===== config.mk =====
export PLATFORM = sky130hd
export DESIGN_NAME = pong_game_core
export DESIGN_NICKNAME = d
export VERILOG_FILES = /design/src/rtl/pong_game_core.sv
export SDC_FILE = /design/constraint.sdc
export NUM_CORES = 1
export LEC_CHECK = 0
export BUFFER_PORTS_ARGS = -buffer_cell sky130_fd_sc_hd__buf_2
export CAP_MARGIN = 25
export CORE_AREA = 2 2 222 137
export DETAILED_ROUTE_END_ITERATION = 8
export DIE_AREA = 0 0 224 139
export GPL_ROUTABILITY_DRIVEN = 0
export PLACE_DENSITY = 0.45
export SKIP_LAST_GASP = 1
export SLEW_MARGIN = 5
export SYNTH_ARGS = -nofsm -noshare
export SYNTH_HDL_FRONTEND = slang
export SYNTH_SLANG_ARGS = --single-unit

===== constraint.sdc =====
create_clock -name clk -period 5.6 [get_ports clk]
set_clock_uncertainty 0.2 [all_clocks]
set_input_delay 0.28 -clock clk [delete_from_list [all_inputs] [get_ports clk]]
set_output_delay 0.28 -clock clk [all_outputs]
set_load 0.005 [all_outputs]

===== src/rtl/pong_game_core.sv =====
// Pong game engine: two paddles, ball motion, wall/paddle collisions,
// scoring and match state, plus a registered per-pixel draw output.
// Game state advances once per frame_tick; rendering runs every clock.
module pong_game_core #(
    parameter int H_ACTIVE     = 640,
    parameter int V_ACTIVE     = 480,
    parameter int COORD_W      = 10,
    parameter int BALL_SIZE    = 8,
    parameter int PADDLE_W     = 8,
    parameter int PADDLE_H     = 64,
    parameter int PADDLE_XL    = 16,
    parameter int PADDLE_XR    = 616,
    parameter int PADDLE_SPEED = 4,
    parameter int BALL_SPEED   = 2,
    parameter int SCORE_W      = 4,
    parameter int WIN_SCORE    = 9,
    parameter int SERVE_FRAMES = 60
) (
    input  logic               clk,
    input  logic               rst_n,
    input  logic               frame_tick,
    input  logic [COORD_W-1:0] row,
    input  logic [COORD_W-1:0] col,
    input  logic               start,
    input  logic               l_up,
    input  logic               l_dn,
    input  logic               r_up,
    input  logic               r_dn,
    output logic               pixel_on,
    output logic [SCORE_W-1:0] score_l,
    output logic [SCORE_W-1:0] score_r,
    output logic [2:0]         state,
    output logic               winner
);
    localparam int SW = COORD_W + 2;
    localparam int UW = COORD_W + 1;
    localparam int CW = (SERVE_FRAMES < 1) ? 1 : $clog2(SERVE_FRAMES + 1);

    typedef logic signed [SW-1:0] sc_t;
    typedef enum logic [2:0] {
        IDLE      = 3'd0,
        SERVE     = 3'd1,
        PLAY      = 3'd2,
        GAME_OVER = 3'd3
    } state_t;

    localparam logic [COORD_W-1:0] BX_CTR   = COORD_W'((H_ACTIVE - BALL_SIZE) / 2);
    localparam logic [COORD_W-1:0] BY_CTR   = COORD_W'((V_ACTIVE - BALL_SIZE) / 2);
    localparam logic [COORD_W-1:0] BY_MAX_U = COORD_W'(V_ACTIVE - BALL_SIZE);
    localparam logic [COORD_W-1:0] PY_CTR   = COORD_W'((V_ACTIVE - PADDLE_H) / 2);
    localparam logic [COORD_W-1:0] PY_MAX   = COORD_W'(V_ACTIVE - PADDLE_H);
    localparam logic [COORD_W-1:0] PSPD     = COORD_W'(PADDLE_SPEED);
    localparam logic [COORD_W-1:0] BX_LHIT  = COORD_W'(PADDLE_XL + PADDLE_W);
    localparam logic [COORD_W-1:0] BX_RHIT  = COORD_W'(PADDLE_XR - BALL_SIZE);
    localparam sc_t                BSPD     = sc_t'(BALL_SPEED);
    localparam sc_t                BSZ      = sc_t'(BALL_SIZE);
    localparam sc_t                BX_MAX   = sc_t'(H_ACTIVE - BALL_SIZE);
    localparam sc_t                BY_MAX   = sc_t'(V_ACTIVE - BALL_SIZE);
    localparam sc_t                XL       = sc_t'(PADDLE_XL);
    localparam sc_t                XL_EDGE  = sc_t'(PADDLE_XL + PADDLE_W);
    localparam sc_t                XR       = sc_t'(PADDLE_XR);
    localparam sc_t                XR_EDGE  = sc_t'(PADDLE_XR + PADDLE_W);
    localparam logic [CW-1:0]      SRV_LOAD = CW'(SERVE_FRAMES);
    localparam logic [SCORE_W-1:0] WIN      = SCORE_W'(WIN_SCORE);

    state_t               state_q, state_d;
    logic [COORD_W-1:0]   bx_q, bx_d, by_q, by_d;
    logic [COORD_W-1:0]   pyl_q, pyl_d, pyr_q, pyr_d;
    sc_t                  vx_q, vx_d, vy_q, vy_d;
    logic [CW-1:0]        srv_cnt_q, srv_cnt_d;
    logic                 srv_right_q, srv_right_d;
    logic [SCORE_W-1:0]   score_l_q, score_l_d, score_r_q, score_r_d;
    logic                 winner_q, winner_d;
    logic                 pixel_on_q, pixel_on_d;

    sc_t                  nx, ny;
    logic                 hit_l, hit_r, pt_l, pt_r;

    function automatic logic [COORD_W-1:0] paddle_next(input logic [COORD_W-1:0] py,
                                                       input logic up, input logic dn);
        paddle_next = py;
        if (up && !dn) begin
            paddle_next = (py < PSPD) ? '0 : py - PSPD;
        end else if (dn && !up) begin
            paddle_next = (py > PY_MAX - PSPD) ? PY_MAX : py + PSPD;
        end
    endfunction

    // Next game state: start handling, paddle moves, serve countdown, ball physics, scoring
    always_comb begin
        state_d     = state_q;
        bx_d        = bx_q;
        by_d        = by_q;
        pyl_d       = pyl_q;
        pyr_d       = pyr_q;
        vx_d        = vx_q;
        vy_d        = vy_q;
        srv_cnt_d   = srv_cnt_q;
        srv_right_d = srv_right_q;
        score_l_d   = score_l_q;
        score_r_d   = score_r_q;
        winner_d    = winner_q;
        pt_l        = 1'b0;
        pt_r        = 1'b0;

        nx = $signed({2'b00, bx_q}) + vx_q;
        ny = $signed({2'b00, by_q}) + vy_q;

        // Paddle overlap uses the pre-move ball row.
        hit_l = vx_q[SW-1] && (nx <= XL_EDGE) && (nx + BSZ > XL) &&
                ({1'b0, by_q} + UW'(BALL_SIZE) > {1'b0, pyl_q}) &&
                ({1'b0, by_q} < {1'b0, pyl_q} + UW'(PADDLE_H));
        hit_r = !vx_q[SW-1] && (vx_q != '0) && (nx + BSZ >= XR) && (nx < XR_EDGE) &&
                ({1'b0, by_q} + UW'(BALL_SIZE) > {1'b0, pyr_q}) &&
                ({1'b0, by_q} < {1'b0, pyr_q} + UW'(PADDLE_H));

        case (state_q)
            IDLE, GAME_OVER: begin
                if (start) begin
                    score_l_d   = '0;
                    score_r_d   = '0;
                    bx_d        = BX_CTR;
                    by_d        = BY_CTR;
                    srv_cnt_d   = SRV_LOAD;
                    srv_right_d = 1'b1;
                    state_d     = SERVE;
                end
            end
            SERVE: begin
                if (frame_tick) begin
                    pyl_d = paddle_next(pyl_q, l_up, l_dn);
                    pyr_d = paddle_next(pyr_q, r_up, r_dn);
                    if (srv_cnt_q == '0) begin
                        vx_d    = srv_right_q ? BSPD : -BSPD;
                        vy_d    = BSPD;
                        state_d = PLAY;
                    end else begin
                        srv_cnt_d = srv_cnt_q - CW'(1);
                    end
                end
            end
            PLAY: begin
                if (frame_tick) begin
                    pyl_d = paddle_next(pyl_q, l_up, l_dn);
                    pyr_d = paddle_next(pyr_q, r_up, r_dn);

                    if (ny[SW-1]) begin
                        by_d = '0;
                        vy_d = -vy_q;
                    end else if (ny > BY_MAX) begin
                        by_d = BY_MAX_U;
                        vy_d = -vy_q;
                    end else begin
                        by_d = ny[COORD_W-1:0];
                    end

                    if (hit_l) begin
                        bx_d = BX_LHIT;
                        vx_d = BSPD;
                    end else if (hit_r) begin
                        bx_d = BX_RHIT;
                        vx_d = -BSPD;
                    end else if (nx[SW-1]) begin
                        pt_r        = 1'b1;
                        srv_right_d = 1'b0;
                    end else if (nx > BX_MAX) begin
                        pt_l        = 1'b1;
                        srv_right_d = 1'b1;
                    end else begin
                        bx_d = nx[COORD_W-1:0];
                    end

                    if (pt_l) score_l_d = score_l_q + SCORE_W'(1);
                    if (pt_r) score_r_d = score_r_q + SCORE_W'(1);

                    // A winning point freezes the ball; any other point recentres it.
                    if ((pt_l && score_l_d == WIN) || (pt_r && score_r_d == WIN)) begin
                        state_d  = GAME_OVER;
                        winner_d = pt_r;
                    end else if (pt_l || pt_r) begin
                        bx_d      = BX_CTR;
                        by_d      = BY_CTR;
                        srv_cnt_d = SRV_LOAD;
                        state_d   = SERVE;
                    end
                end
            end
            default: state_d = IDLE;
        endcase
    end

    // Pixel coverage for the current (row, col) against ball and both paddles
    always_comb begin
        logic [UW-1:0] rw, cw;
        rw = {1'b0, row};
        cw = {1'b0, col};
        pixel_on_d =
            ((cw >= {1'b0, bx_q}) && (cw < {1'b0, bx_q} + UW'(BALL_SIZE)) &&
             (rw >= {1'b0, by_q}) && (rw < {1'b0, by_q} + UW'(BALL_SIZE))) ||
            ((cw >= UW'(PADDLE_XL)) && (cw < UW'(PADDLE_XL + PADDLE_W)) &&
             (rw >= {1'b0, pyl_q}) && (rw < {1'b0, pyl_q} + UW'(PADDLE_H))) ||
            ((cw >= UW'(PADDLE_XR)) && (cw < UW'(PADDLE_XR + PADDLE_W)) &&
             (rw >= {1'b0, pyr_q}) && (rw < {1'b0, pyr_q} + UW'(PADDLE_H)));
    end

    // Game state registers and registered draw output
    always_ff @(posedge clk or negedge rst_n) begin
        if (!rst_n) begin
            state_q     <= IDLE;
            bx_q        <= BX_CTR;
            by_q        <= BY_CTR;
            pyl_q       <= PY_CTR;
            pyr_q       <= PY_CTR;
            vx_q        <= '0;
            vy_q        <= '0;
            srv_cnt_q   <= SRV_LOAD;
            srv_right_q <= 1'b1;
            score_l_q   <= '0;
            score_r_q   <= '0;
            winner_q    <= 1'b0;
            pixel_on_q  <= 1'b0;
        end else begin
            state_q     <= state_d;
            bx_q        <= bx_d;
            by_q        <= by_d;
            pyl_q       <= pyl_d;
            pyr_q       <= pyr_d;
            vx_q        <= vx_d;
            vy_q        <= vy_d;
            srv_cnt_q   <= srv_cnt_d;
            srv_right_q <= srv_right_d;
            score_l_q   <= score_l_d;
            score_r_q   <= score_r_d;
            winner_q    <= winner_d;
            pixel_on_q  <= pixel_on_d;
        end
    end

    assign pixel_on = pixel_on_q;
    assign score_l  = score_l_q;
    assign score_r  = score_r_q;
    assign state    = state_q;
    assign winner   = winner_q;

endmodule


# After elaboration in Yosys (flattened, before gate mapping)
# Index checks and enable logic that the tools add are counted.
[totals]
reg_bits = 84
output_inout_bits = 13
word_cells = 204
[op_classes]
n_reduce_logical = 52
n_eq_ne = 18
order_cmp = 26
mux = 80
n_addsub = 15
[ops]
columns = ["op", "count"]
rows = [
  ["10-bit 2-to-1 mux", 22],
  ["12-bit 2-to-1 mux", 11],
  ["10-bit by 11-bit less-than comparator with 1-bit output", 6],
  ["12-bit case mux with 2 select lines", 2],
  ["10-bit >= comparator", 4],
  ["10-bit case mux with 2 select lines", 2],
  ["4-bit 2-to-1 mux", 9],
  ["6-bit 2-to-1 mux", 6],
  ["11-bit by 12-bit adder with 12-bit output", 2],
  ["1-bit logical AND", 24],
  ["10-bit by 4-bit adder with 11-bit output (second input constant)", 2],
  ["10-bit by 7-bit adder with 11-bit output (second input constant)", 2],
  ["11-bit by 10-bit greater-than comparator with 1-bit output", 2],
  ["10-bit by 3-bit adder with 10-bit output (second input constant)", 2],
  ["10-bit by 9-bit greater-than comparator with 1-bit output (second input constant)", 2],
  ["10-bit by 3-bit less-than comparator with 1-bit output (second input constant)", 2],
  ["10-bit by 3-bit subtractor with 10-bit output (second input constant)", 2],
  ["3-bit 2-to-1 mux", 6],
  ["2-bit inequality test (second input constant)", 9],
  ["6-bit case mux with 3 select lines", 1],
  ["1-bit 2-to-1 mux", 17],
  ["4-bit case mux with 2 select lines", 2],
  ["5-bit AND reduction", 3],
  ["12-bit by 5-bit adder with 12-bit output (second input constant)", 1],
  ["30 further kinds", 50],
]

# Longest topological paths before layout
[logic_depth]
ltp_word = 20
ltp_mapped = 16
ltp_nobuf = 14

# Worst setup path before layout
# OpenSTA, ideal clock, no wires.
[synth_timing]
path_kind = "reg2reg"
startpoint = "register vx_q[10]"
endpoint = "register score_r_q[3] (netlist: score_r[3])"
synth_period_minus_slack_ns = 4.036
path_slack_ns = 1.564
setup_time_ns = 0.121
path_buffers = 1
arrival_ns = 3.715
stages_incl_launch_ff = 15
cell_sequence = "dfrtp_1 > ha_1 > a21o_1 > a211o_1 > and2_1 > ha_1 > a211o_1 > maj3_1 > a21o_1 > a32oi_1 > a211oi_2 > buf_2 > o41ai_1 > o31ai_1 > a22o_1"
[synth_via]
elab_chain_len = 16
[synth_lines]
columns = ["element", "line_no", "rtl"]
rows = [
  ["start: declaration", "69", "sc_t vx_q, vx_d, vy_q, vy_d;"],
  ["start signal: assignment", "228", "vx_q <= vx_d;"],
  ["11-bit by 12-bit adder with 12-bit output", "106", "nx = $signed({2'b00, bx_q}) + vx_q;"],
  ["12-bit by 5-bit adder with 12-bit output", "110, 113", ""],
  ["12-bit by 11-bit >= comparator with 1-bit output", "113", "hit_r = !vx_q[SW-1] && (vx_q != '0) && (nx + BSZ >= XR) && (nx < XR_EDGE) &&"],
  ["1-bit logical AND (3 in a row)", "113", ""],
  ["1-bit logical AND", "114", "({1'b0, by_q} + UW'(BALL_SIZE) > {1'b0, pyr_q}) &&"],
  ["1-bit 2-to-1 mux", "160", "end else if (hit_r) begin"],
  ["1-bit 2-to-1 mux *", "157", "if (hit_l) begin"],
  ["1-bit 2-to-1 mux *", "143", "if (frame_tick) begin"],
  ["1-bit 2-to-1 mux *", "117", "case (state_q)"],
  ["4-bit 2-to-1 mux *", "174", "if (pt_r) score_r_d = score_r_q + SCORE_W'(1);"],
  ["4-bit 2-to-1 mux *", "143", ""],
  ["4-bit 2-to-1 mux *", "117", ""],
  ["4-bit 2-to-1 mux *", "143", ""],
  ["4-bit case mux with 2 select lines *", "117", ""],
  ["end signal: assignment", "233", "score_r_q <= score_r_d;"],
  ["end: declaration", "72", "logic [SCORE_W-1:0] score_l_q, score_l_d, score_r_q, score_r_d;"],
]
# Every way passes the cells marked *; elsewhere a longest branch is shown, timed or not. The select of a mux whose other input is x is not followed.
# A chain may end at the register's enable or synchronous reset.

# Worst setup path in the final report
[layout_timing]
startpoint = "register vx_q[10]"
endpoint = "register srv_cnt_q[3]"
[layout_via]
elab_chain_len = 19
[layout_lines]
columns = ["element", "line_no", "rtl"]
rows = [
  ["11-bit by 12-bit adder with 12-bit output", "106", ""],
  ["12-bit by 5-bit adder with 12-bit output", "110, 113", ""],
  ["12-bit by 11-bit >= comparator with 1-bit output", "113", ""],
  ["1-bit logical AND (3 in a row)", "113", ""],
  ["1-bit logical AND", "114", ""],
  ["1-bit 2-to-1 mux", "160", ""],
  ["1-bit 2-to-1 mux", "157", ""],
  ["1-bit 2-to-1 mux", "143", ""],
  ["1-bit 2-to-1 mux", "117", ""],
  ["4-bit 2-to-1 mux, on equally long branches", "173, 174", ""],
  ["4-bit 2-to-1 mux", "143", ""],
  ["4-bit 2-to-1 mux", "117", ""],
  ["4-bit == test", "177", "if ((pt_l && score_l_d == WIN) || (pt_r && score_r_d == WIN)) begin"],
  ["1-bit logical AND", "177", ""],
  ["1-bit logical OR", "177", ""],
  ["2-bit inequality test (no line)", "-", ""],
  ["7-bit AND reduction (no line) *", "-", ""],
  ["end signal: assignment", "230", "srv_cnt_q <= srv_cnt_d;"],
  ["end: declaration", "70", "logic [CW-1:0] srv_cnt_q, srv_cnt_d;"],
]
# Marks and branches as above.

==> reports/qor.txt <==
Status -> finished clean
Vias in the first global route -> 6,474
Synth cell types -> 93
Router iterations before antenna repair -> 5
Synth top area share -> 21.1%
Flops & latches, synth -> 68
Layout cell share with drive strength beyond 1 -> 12.2%
Gr ovfl total -> 0
Core ar. -> 29,200 um^2
IO Port Bufs -> 39
Final setup violation count -> 0
Syn nets -> 1,117
Worst hold path type -> in2reg
Antenna violations before repair -> 0
Largest cells by area after synthesis -> ha_1, dfrtp_1, dfstp_2
WL/cell -> 18.5 um
Syn Std Cell Area -> 8020 um^2
Layout Nets -> 1,150
Area growth, synth to finish -> 12.2%
Worst skew pair latency -> 380 ps
Clock sinks -> 68
Share of the clock period used by the worst path -> 87.9%
Max-slew violations -> 0
Initial Util -> 27.4%
Tmin final -> 4920 ps
TritonCTS clock tree -> yes
CTS Buffer Depth -> 2
Std-Cell Rows -> 49
Post-DRT Antenna Nets -> 0
Data arrival time of the worst path -> 5050 ps
Fin area -> 8990 um^2
Gr usage total -> 16.5%
Num CTS Buffers -> 9
Least-Margin Pin Slew -> 829 ps
Critical Path Start Type -> flip-flop
Max Freq -> 203 MHz
Drt via density -> 5.25
Overall die area -> 31,100 um^2
Initial drt markers -> 550
Syn. warnings -> 0
Worst-path clk slew -> 60 ps
CP endpoint kind -> flip-flop
Register area share after synthesis -> 21.6%
Post-CTS Resized -> 0
DRC viols -> 0
Post-synth EDFFs -> 0
PnR Total Power -> 5.88 mW
WP data required -> 5720 ps
Global-route wire length before repair -> 39.5 mm
Critical path type -> reg2reg
DP Area -> 8620 um^2
Setup TNS -> 0 ps
Predominant post-synthesis flop cell -> dfrtp_1
Largest fanout on the critical path -> 18
Die W -> 224 um
N_diodes -> 0
Power per cell area -> 654 nW/um^2
Final HPWL from detailed placement -> 19.9 mm
Max_slew headroom -> 44.5%
Post-Synthesis Cells -> 953
I/O pin count -> 41
Fraction of registers with async set/reset -> 100%
Largest net degree at the start of global routing -> 69
Clock root cell -> clkbuf_16
Number of max-cap violations -> 0
Cell taking the most area after synthesis -> ha_1
Routed WL -> 25.3 mm
Hold Slack -> 61.4 ps
Chip Height -> 139 um
RSZ-0062 raised after global routing -> no
Via count -> 7,214
Final Hold Vio Count -> 0
Static Leak -> 4.04 nW
Worst IR Drop VDD -> 208 uV
Mean area per synthesized cell -> 8.41 um^2
CTS HTree Levels -> 3
==> cell type report <==
type / instances / area, um^2
Fill cell: 3103 / 20300
Multi-Input combinational cell: 778 / 5870
Sequential cell: 68 / 1730
Tap cell: 382 / 478
Timing Repair Buffer: 49 / 303
Inverter: 80 / 300
Clock buffer: 10 / 229
Clock inverter: 6 / 87.6
==> critical path, stage by stage, from the launching register on <==
cell      delay (ps)
dfrtp_1          760
ha_1             440
xor2_1           430
ha_1             310
nand2_1           60
mux2i_1          430
and4_1           330
mux2_2           350
a32oi_1          240
a211oi_2         160
buf_4            230
o41a_4           470
nor2_2           240
o221a_2          210
==> what timing repair did <==
item,4_1_cts,5_1_grt
hold endpoints to repair,47,0
buffers inserted,0,0
endpoints found under the setup margin,0,0
hold buffers,1,0
==> path summary, 6_finish.rpt <==
| kind | from | end | slack [ps] | depth (start not counted) |
|---|---|---|---|---|
| setup / recovery | vx_q[10]$_DFFE_PN0P_ | srv_cnt_q[3]$_DFFE_PN1P_ | 680 | 13 |
| hold / removal | frame_tick | winner$_DFFE_PN0P_ | 60 | 3 |
| setup reg to reg | vx_q[10]$_DFFE_PN0P_ | srv_cnt_q[3]$_DFFE_PN1P_ | 680 | 13 |
| hold reg to reg | vx_q[1]$_DFFE_PN0P_ | vx_q[1]$_DFFE_PN0P_ | 310 | 1 |
| max in group asynchronous | rst_n | srv_cnt_q[5]$_DFFE_PN1P_ | 4480 | 3 |
| min in group asynchronous | rst_n | pyr_q[3]$_DFFE_PN0P_ | 90 | 2 |
==> through the flow <==
step | instances | worst slack (ps) | utilization [%]
2_1_floorplan | 953 | 1560 | -
3_3_place_gp | 1353 | 807 | 29.5
3_5_place_dp | 1353 | 547 | 29.5
4_1_cts | 1370 | 494 | 30.6
5_1_grt | 1373 | 262 | 30.7
6_report | 1373 | 675 | 30.7
==> registers in the layout, indices dropped and copies added (netlist names), 4 cells and up <==
name	flops
pyr_q	8
pyl_q	8
score_r	4
bx_q	10
by_q	10
srv_cnt_q	6
vy_q	11
score_l	4
==> kinds of logic after synthesis <==
family          count (synthesis)  share of synthesized area [%]
buf+inv                       107                           5.31
mux                            10                           1.28
compound gates                300                           26.4
flops                          68                           21.6
other cells                     1                         0.0468
simple gates                  284                           18.9
fa+ha+maj                     137                           21.4
xor+xnor                       46                           5.03
==> synthesized netlist by cell type, types with 4 or more instances <==
cell,count
inv_1,79
nand3_1,36
ha_1,135
o21a_1,16
mux2i_1,8
nand2b_1,16
nor3b_1,7
o41ai_1,5
a211o_1,9
o22ai_1,6
nor4_1,9
a21boi_0,7
or3_1,14
o2bb2ai_1,4
a21o_1,21
a31oi_1,15
nand4_1,16
a21oi_1,48
o21bai_1,6
and2_1,6
o211ai_1,6
o21ai_0,73
nor3_1,24
xnor2_1,28
buf_2,4
xor2_1,18
nand2_1,56
dfrtp_1,47
o31ai_1,9
a211oi_1,9
dfstp_2,21
nor2_1,56
o21ai_1,4
clkbuf_1,20
a22o_1,10
and3_1,11
nor2b_1,7
==> where the power goes <==
part	internal, mW	switching, mW
logic	1.62	2.64
clock network	0.391	0.258
registers	0.683	0.293
total	2.69	3.19
==> placed cells by master (no fill, tap or decap), types with 7 or more instances in the layout <==
| master | instances |
|---|---|
| mux2i_1 | 8 |
| buf_2 | 38 |
| nor4_1 | 9 |
| a31oi_1 | 15 |
| a21oi_1 | 48 |
| nor2_1 | 56 |
| nand3_1 | 36 |
| dfrtp_1 | 47 |
| nor3_1 | 24 |
| nor2b_1 | 7 |
| o21ai_0 | 72 |
| buf_4 | 8 |
| nand2b_1 | 16 |
| a211oi_1 | 9 |
| o21a_1 | 16 |
| o31ai_1 | 9 |
| a211o_1 | 9 |
| a21o_1 | 21 |
| inv_1 | 79 |
| xor2_1 | 18 |
| xnor2_1 | 28 |
| and3_1 | 11 |
| dfstp_2 | 21 |
| nand2_1 | 56 |
| nor3b_1 | 7 |
| or3_1 | 14 |
| nand4_1 | 16 |
| clkbuf_16 | 9 |
| ha_1 | 135 |
| a22o_1 | 10 |
| a21boi_0 | 7 |
==> routing by layer <==
| layer | vias to the layer above | wire length (um) | track usage, % | part of all wire [%] |
|---|---|---|---|---|
| met3 | 9 | 1550 | 4.03 | 6.1 |
| met2 | 174 | 8520 | 18.9 | 34 |
| met4 | 0 | 167 | 2.74 | 0.66 |
| met1 | 3416 | 15100 | 28.7 | 60 |
| li1 | 3615 | - | - | - |
| met5 | - | 0 | 0 | 0 |
Power figures use the tool's default switching activity.
